## src/rtl/fpu_operand_loader.sv

```systemverilog
// Operand loader for the FPU add/sub core: takes an IEEE-754 single pair over valid/ready,
// converts each operand into the core's bias-31 format over two cycles, and holds the result.
module fpu_operand_loader #(
    parameter int CNT_W = 8
) (
    input  logic             clock,
    input  logic             reset,
    input  logic             in_valid,
    output logic             in_ready,
    input  logic [31:0]      in_a_ieee,
    input  logic [31:0]      in_b_ieee,
    output logic             out_valid,
    input  logic             out_ready,
    output logic [31:0]      op_A_out,
    output logic [31:0]      op_B_out,
    output logic [3:0]       status_out,
    output logic [CNT_W-1:0] exc_count
);

    typedef enum logic [1:0] {
        IDLE   = 2'd0,
        CONV_A = 2'd1,
        CONV_B = 2'd2,
        HOLD   = 2'd3
    } state_t;

    localparam logic [CNT_W-1:0] CNT_MAX = {CNT_W{1'b1}};
    localparam logic [CNT_W-1:0] CNT_ONE = {{(CNT_W-1){1'b0}}, 1'b1};

    state_t           state_q, state_d;
    logic [31:0]      a_q, a_d;
    logic [31:0]      b_q, b_d;
    logic [31:0]      op_a_q, op_a_d;
    logic [31:0]      op_b_q, op_b_d;
    logic [3:0]       flags_q, flags_d;
    logic [3:0]       status_q, status_d;
    logic [CNT_W-1:0] cnt_q, cnt_d;
    logic             in_ready_q, in_ready_d;
    logic             out_valid_q, out_valid_d;

    logic [35:0]      conv_a_s;
    logic [35:0]      conv_b_s;
    logic [3:0]       status_new_s;

    // Returns {flags[3:0], value[31:0]}; flags are {zero, underflow, overflow, invalid}.
    function automatic logic [35:0] convert(input logic [31:0] x);
        logic        s;
        logic [7:0]  e;
        logic [22:0] f;
        logic [8:0]  ex;
        logic [3:0]  fl;
        logic [31:0] v;
        s  = x[31];
        e  = x[30:23];
        f  = x[22:0];
        ex = {1'b0, e} - 9'd96;
        fl = 4'b0000;
        v  = 32'd0;
        if (e == 8'd0) begin
            v  = {s, 31'd0};
            fl = (f != 23'd0) ? 4'b1100 : 4'b1000;
        end else if (e == 8'hFF) begin
            if (f == 23'd0) begin
                v  = {s, 6'h3F, 25'h1FF_FFFF};
                fl = 4'b0010;
            end else begin
                v  = 32'd0;
                fl = 4'b0001;
            end
        end else if ($signed(ex) <= $signed(9'sd0)) begin
            v  = {s, 31'd0};
            fl = 4'b1100;
        end else if ($signed(ex) <= $signed(9'sd63)) begin
            v  = {s, ex[5:0], f, 2'b00};
            fl = 4'b0000;
        end else begin
            v  = {s, 6'h3F, 25'h1FF_FFFF};
            fl = 4'b0010;
        end
        return {fl, v};
    endfunction

    assign conv_a_s     = convert(a_q);
    assign conv_b_s     = convert(b_q);
    assign status_new_s = flags_q | conv_b_s[35:32];

    // Next-state and datapath update for the four-phase load sequence.
    always_comb begin
        state_d  = state_q;
        a_d      = a_q;
        b_d      = b_q;
        op_a_d   = op_a_q;
        op_b_d   = op_b_q;
        flags_d  = flags_q;
        status_d = status_q;
        cnt_d    = cnt_q;
        case (state_q)
            IDLE: begin
                if (in_valid) begin
                    a_d      = in_a_ieee;
                    b_d      = in_b_ieee;
                    flags_d  = 4'b0000;
                    status_d = 4'b0000;
                    state_d  = CONV_A;
                end else begin
                    state_d  = IDLE;
                end
            end
            CONV_A: begin
                op_a_d  = conv_a_s[31:0];
                flags_d = flags_q | conv_a_s[35:32];
                state_d = CONV_B;
            end
            CONV_B: begin
                op_b_d   = conv_b_s[31:0];
                flags_d  = status_new_s;
                status_d = status_new_s;
                if ((status_new_s[2:0] != 3'b000) && (cnt_q != CNT_MAX)) begin
                    cnt_d = cnt_q + CNT_ONE;
                end else begin
                    cnt_d = cnt_q;
                end
                state_d = HOLD;
            end
            HOLD: begin
                if (out_ready) begin
                    state_d = IDLE;
                end else begin
                    state_d = HOLD;
                end
            end
            default: begin
                state_d = IDLE;
            end
        endcase
        // Handshake flags are registered copies of the next state, so they track state alone.
        in_ready_d  = (state_d == IDLE);
        out_valid_d = (state_d == HOLD);
    end

    // State and output registers with asynchronous clear.
    always_ff @(posedge clock or posedge reset) begin
        if (reset) begin
            state_q     <= IDLE;
            a_q         <= 32'd0;
            b_q         <= 32'd0;
            op_a_q      <= 32'd0;
            op_b_q      <= 32'd0;
            flags_q     <= 4'b0000;
            status_q    <= 4'b0000;
            cnt_q       <= {CNT_W{1'b0}};
            in_ready_q  <= 1'b1;
            out_valid_q <= 1'b0;
        end else begin
            state_q     <= state_d;
            a_q         <= a_d;
            b_q         <= b_d;
            op_a_q      <= op_a_d;
            op_b_q      <= op_b_d;
            flags_q     <= flags_d;
            status_q    <= status_d;
            cnt_q       <= cnt_d;
            in_ready_q  <= in_ready_d;
            out_valid_q <= out_valid_d;
        end
    end

    assign in_ready   = in_ready_q;
    assign out_valid  = out_valid_q;
    assign op_A_out   = op_a_q;
    assign op_B_out   = op_b_q;
    assign status_out = status_q;
    assign exc_count  = cnt_q;

endmodule
```

## config.mk

```make
export PLATFORM = sky130hd
export DESIGN_NAME = fpu_operand_loader
export DESIGN_NICKNAME = d
export VERILOG_FILES = /design/src/rtl/fpu_operand_loader.sv
export SDC_FILE = /design/constraint.sdc
export NUM_CORES = 1
export LEC_CHECK = 0
export CORE_ASPECT_RATIO = 1.75
export CORE_UTILIZATION = 39
export DETAILED_ROUTE_END_ITERATION = 6
export DONT_BUFFER_PORTS = 1
export PLACE_DENSITY_LB_ADDON = 0.1
export SLEW_MARGIN = 20
export SYNTH_ARGS = -nofsm -noshare
export SYNTH_HDL_FRONTEND = slang
export SYNTH_SLANG_ARGS = --single-unit
```

## constraint.sdc

```tcl
create_clock -name clock -period 8.84 [get_ports clock]
set_input_delay 1.768 -clock clock [delete_from_list [all_inputs] [get_ports clock]]
set_output_delay 1.768 -clock clock [all_outputs]
set_load 0.02 [all_outputs]
```

==> results.sh <==
export IMPL_core_rowCount=61
export IMPL_status="completed"
export IMPL_grt_pass1_vias=4611
export IMPL_area_growth_pct=12.0
export IMPL_port_buffers=0
export IMPL_fin_tns_setup_ps=0
export IMPL_place_congestion=0.757
export IMPL_final_cell_area_um2=7150
export IMPL_clockBufferDepth=2
export IMPL_post_place_ws_ps=5310
export IMPL_synth_commonest_cells="dfrtp_1 (145), nor2_1 (75), mux2_2 (64), inv_1 (44), o21ai_0 (34)"
export IMPL_fin_crit_sh_pct=34.9
export IMPL_wl_per_cell_um=19.7
export IMPL_final_cells=762
export IMPL_grt_setup_unrepaired="false"
export IMPL_vias=4253
export IMPL_drv_cap=0
export IMPL_grt_pass1_wl_um=24300
export IMPL_cts_repair_resized=0
export IMPL_worst_slew_pin_slew_ps=936
export IMPL_max_stage_delay_ps=640
export IMPL_syn_area_per_cell_um2=11.2
export IMPL_wirelength_um=15000
export IMPL_final_setup_worst_slack_ps=5760
export IMPL_dpl_cell_count=730
export IMPL_diodes=0
export IMPL_slew_headroom_pct=37.4
export IMPL_hold_viol=0
export IMPL_multiInputGateArea_um2=2450
export IMPL_initial_core_util_pct=40.0
export IMPL_ys_top_cells_by_area="dfrtp_1 (57%), mux2_2 (11%), nor2_1 (4.4%)"
export IMPL_path_clk_slew_ps=60
export IMPL_critical_path_top_delay_family="simple AND/OR/NAND/NOR gates"
export IMPL_grt_util_all_layers_pct=18.8
export IMPL_cts_root_buf="clkbuf_16"
export IMPL_htreeDepth=4
export IMPL_path_max_fanout=67
export IMPL_hold_class="flip-flop to flip-flop"
export IMPL_clock_latency_ps=420
export IMPL_coreArea_um2=16000
export IMPL_syn_instance_count=569
export IMPL_required_ps=9170
export IMPL_slew_violations=0
export IMPL_yosysSeqAreaShare_pct=57.3
export IMPL_synth_edf_count=0
export IMPL_setup_viol=0
export IMPL_path_cells="nand2_4, o21ai_1, nor2b_1, o21a_1, nor3_1"
export IMPL_cp_slowest_cell="nand2_4"
export IMPL_die_y_um=171
export IMPL_drt_initial_drc_count=111
export IMPL_critPathCaptureType="flip-flop"
export IMPL_max_vdd_ir_drop_v=0.000149
export IMPL_ant_nets=0
export IMPL_skew_ps=13.2
export IMPL_leakage_nw=3.21
export IMPL_syn_area_um2=6380
export IMPL_final_nets=637
export IMPL_cts_setup_buffers=0
export IMPL_die_x_um=98.7
export IMPL_seq_area_um2=3650
export IMPL_min_period_ps=3080
export IMPL_ys_warn_count=0
export IMPL_synth_fp_nets=646
export IMPL_nFillCells=1471
export IMPL_dpl_instance_area_um2=6550
export IMPL_synth_top_cell_area_share_pct=56.8
export IMPL_synthArstFlopShare_pct=100
export IMPL_crit_arrival_ps=3410
export IMPL_ios=146
export IMPL_drc=0
export IMPL_dp_hpwl_um=10400
export IMPL_crit_type="input port to flip-flop"
export IMPL_synth_ff_type="dfrtp_1"
export IMPL_yosysMostFrequentCell="dfrtp_1"
export IMPL_post_route_util_pct=44.8
export IMPL_hold_buffers=0
export IMPL_antenna_found_initial=0
export IMPL_grt_overflow_total=0
export IMPL_ys_types=54
export IMPL_synth_area_leader_cell="dfrtp_1"
export IMPL_dr_pass1_iters=4
export IMPL_die_area_um2=16900
export IMPL_crit_buf_inv=0
export IMPL_cts_tree="built"
export IMPL_clock_sinks=146
export IMPL_ys_ff_latch=146
export IMPL_cts_buffers=17
export IMPL_grt_max_degree=75
export IMPL_max_freq_mhz=324
export IMPL_p_per_area_nw_per_um2=462
export IMPL_cp_start_kind="input port"
export IMPL_drive_gt1_share_pct=20.2
export IMPL_viasPerCell=5.58
==> layout by cell type (no fill, tap or decap), types with 2 or more instances in the layout <==
master | synthesis | final
a21oi_1 | 6 | 6
nand2_1 | 15 | 14
o22ai_1 | 30 | 30
clkinv_4 | 0 | 5
nor2b_1 | 2 | 2
inv_1 | 44 | 43
xor2_1 | 7 | 7
o21a_1 | 2 | 2
o2bb2ai_1 | 6 | 6
bufinv_16 | 0 | 2
buf_4 | 2 | 5
clkinvlp_4 | 0 | 2
or3_1 | 2 | 2
and2_1 | 3 | 3
o21ai_0 | 34 | 34
a31oi_1 | 2 | 2
ha_1 | 9 | 9
a22o_1 | 24 | 24
nand4_1 | 8 | 8
clkbuf_16 | 0 | 17
nor2_1 | 75 | 75
nand3_1 | 3 | 3
inv_6 | 0 | 4
mux2_2 | 64 | 64
nor3_1 | 10 | 10
xnor2_1 | 2 | 2
nor4_1 | 11 | 11
o211ai_1 | 3 | 3
dfrtp_1 | 145 | 145
clkbuf_8 | 0 | 2
and3_1 | 2 | 2
==> worst paths after layout <==
path / startpoint / to / slack (ps) / depth (start not counted)
setup reg to reg: b_q[0]$_DFFE_PP0P_ / op_B_out[25]$_DFFE_PP0P_ / 6160 / 6
setup / recovery: in_valid / flags_q[3]$_DFFE_PP0P_ / 5760 / 5
max in group asynchronous: reset / a_q[29]$_DFFE_PP0P_ / 6120 / 2
hold reg to reg: b_q[31]$_DFFE_PP0P_ / b_q[31]$_DFFE_PP0P_ / 510 / 1
min in group asynchronous: reset / op_A_out[31]$_DFFE_PP0P_ / 1300 / 1
hold / removal: b_q[31]$_DFFE_PP0P_ / b_q[31]$_DFFE_PP0P_ / 510 / 1
==> layer usage <==
layer	GRT usage, %	routed length [um]	part of all wire, %	vias up
met3	4.19	646	4.3	25
met2	36.0	8370	56	111
met5	0	0	0	-
li1	-	-	-	1996
met4	8.44	384	2.6	0
met1	19.4	5650	38	2121
==> state kept, by name (all words and copies together), names as in the netlist, 2 cells and up <==
| register | count |
|---|---|
| op_A_out | 31 |
| a_q | 32 |
| status_out | 4 |
| op_B_out | 31 |
| exc_count | 8 |
| state_q | 2 |
| flags_q | 4 |
| b_q | 32 |
==> cell type report <==
cell class              count  area share [%]
flip-flops and latches    146            51.1
multi-input cells         346            34.2
clock buffers              19            6.34
well taps                 189            3.31
inverters                  44            2.38
clock inverters            13            2.10
repair buffers              5           0.525
==> per-stage QoR <==
step	hold WS, ps	total power [mW]
after global routing	531	3.55
after CTS	515	3.35
after floorplan	472	2.30
after detailed placement	501	2.61
final	514	3.30
after global placement	489	2.57
==> power by group <==
part	leakage [nW]	internal (mW)	switching (mW)
sequential	1.78	0.997	0.477
clock	0.291	0.435	0.297
combinational	1.14	0.503	0.593
==> cell families after synthesis <==
kind of cell             after synthesis  synth area share (%)
buffers and inverters                 77                  4.65
adder cells (fa/ha/maj)               10                  1.92
XOR/XNOR                               9                  1.23
flip-flops                           146                  57.3
AO/OA/AOI/OAI                        120                  12.8
multiplexers                          66                  11.7
AND/OR/NAND/NOR                      141                  10.4
==> worst reg2reg max path: stages, from the launching register on <==
cell       delay (ps)
dfrtp_1           400
nor4_1            540
nand4_1           280
o21ai_0           390
and3_2            570
nand2b_1          240
o2bb2ai_1         190
Note: power is estimated with default switching activity, not from simulation.
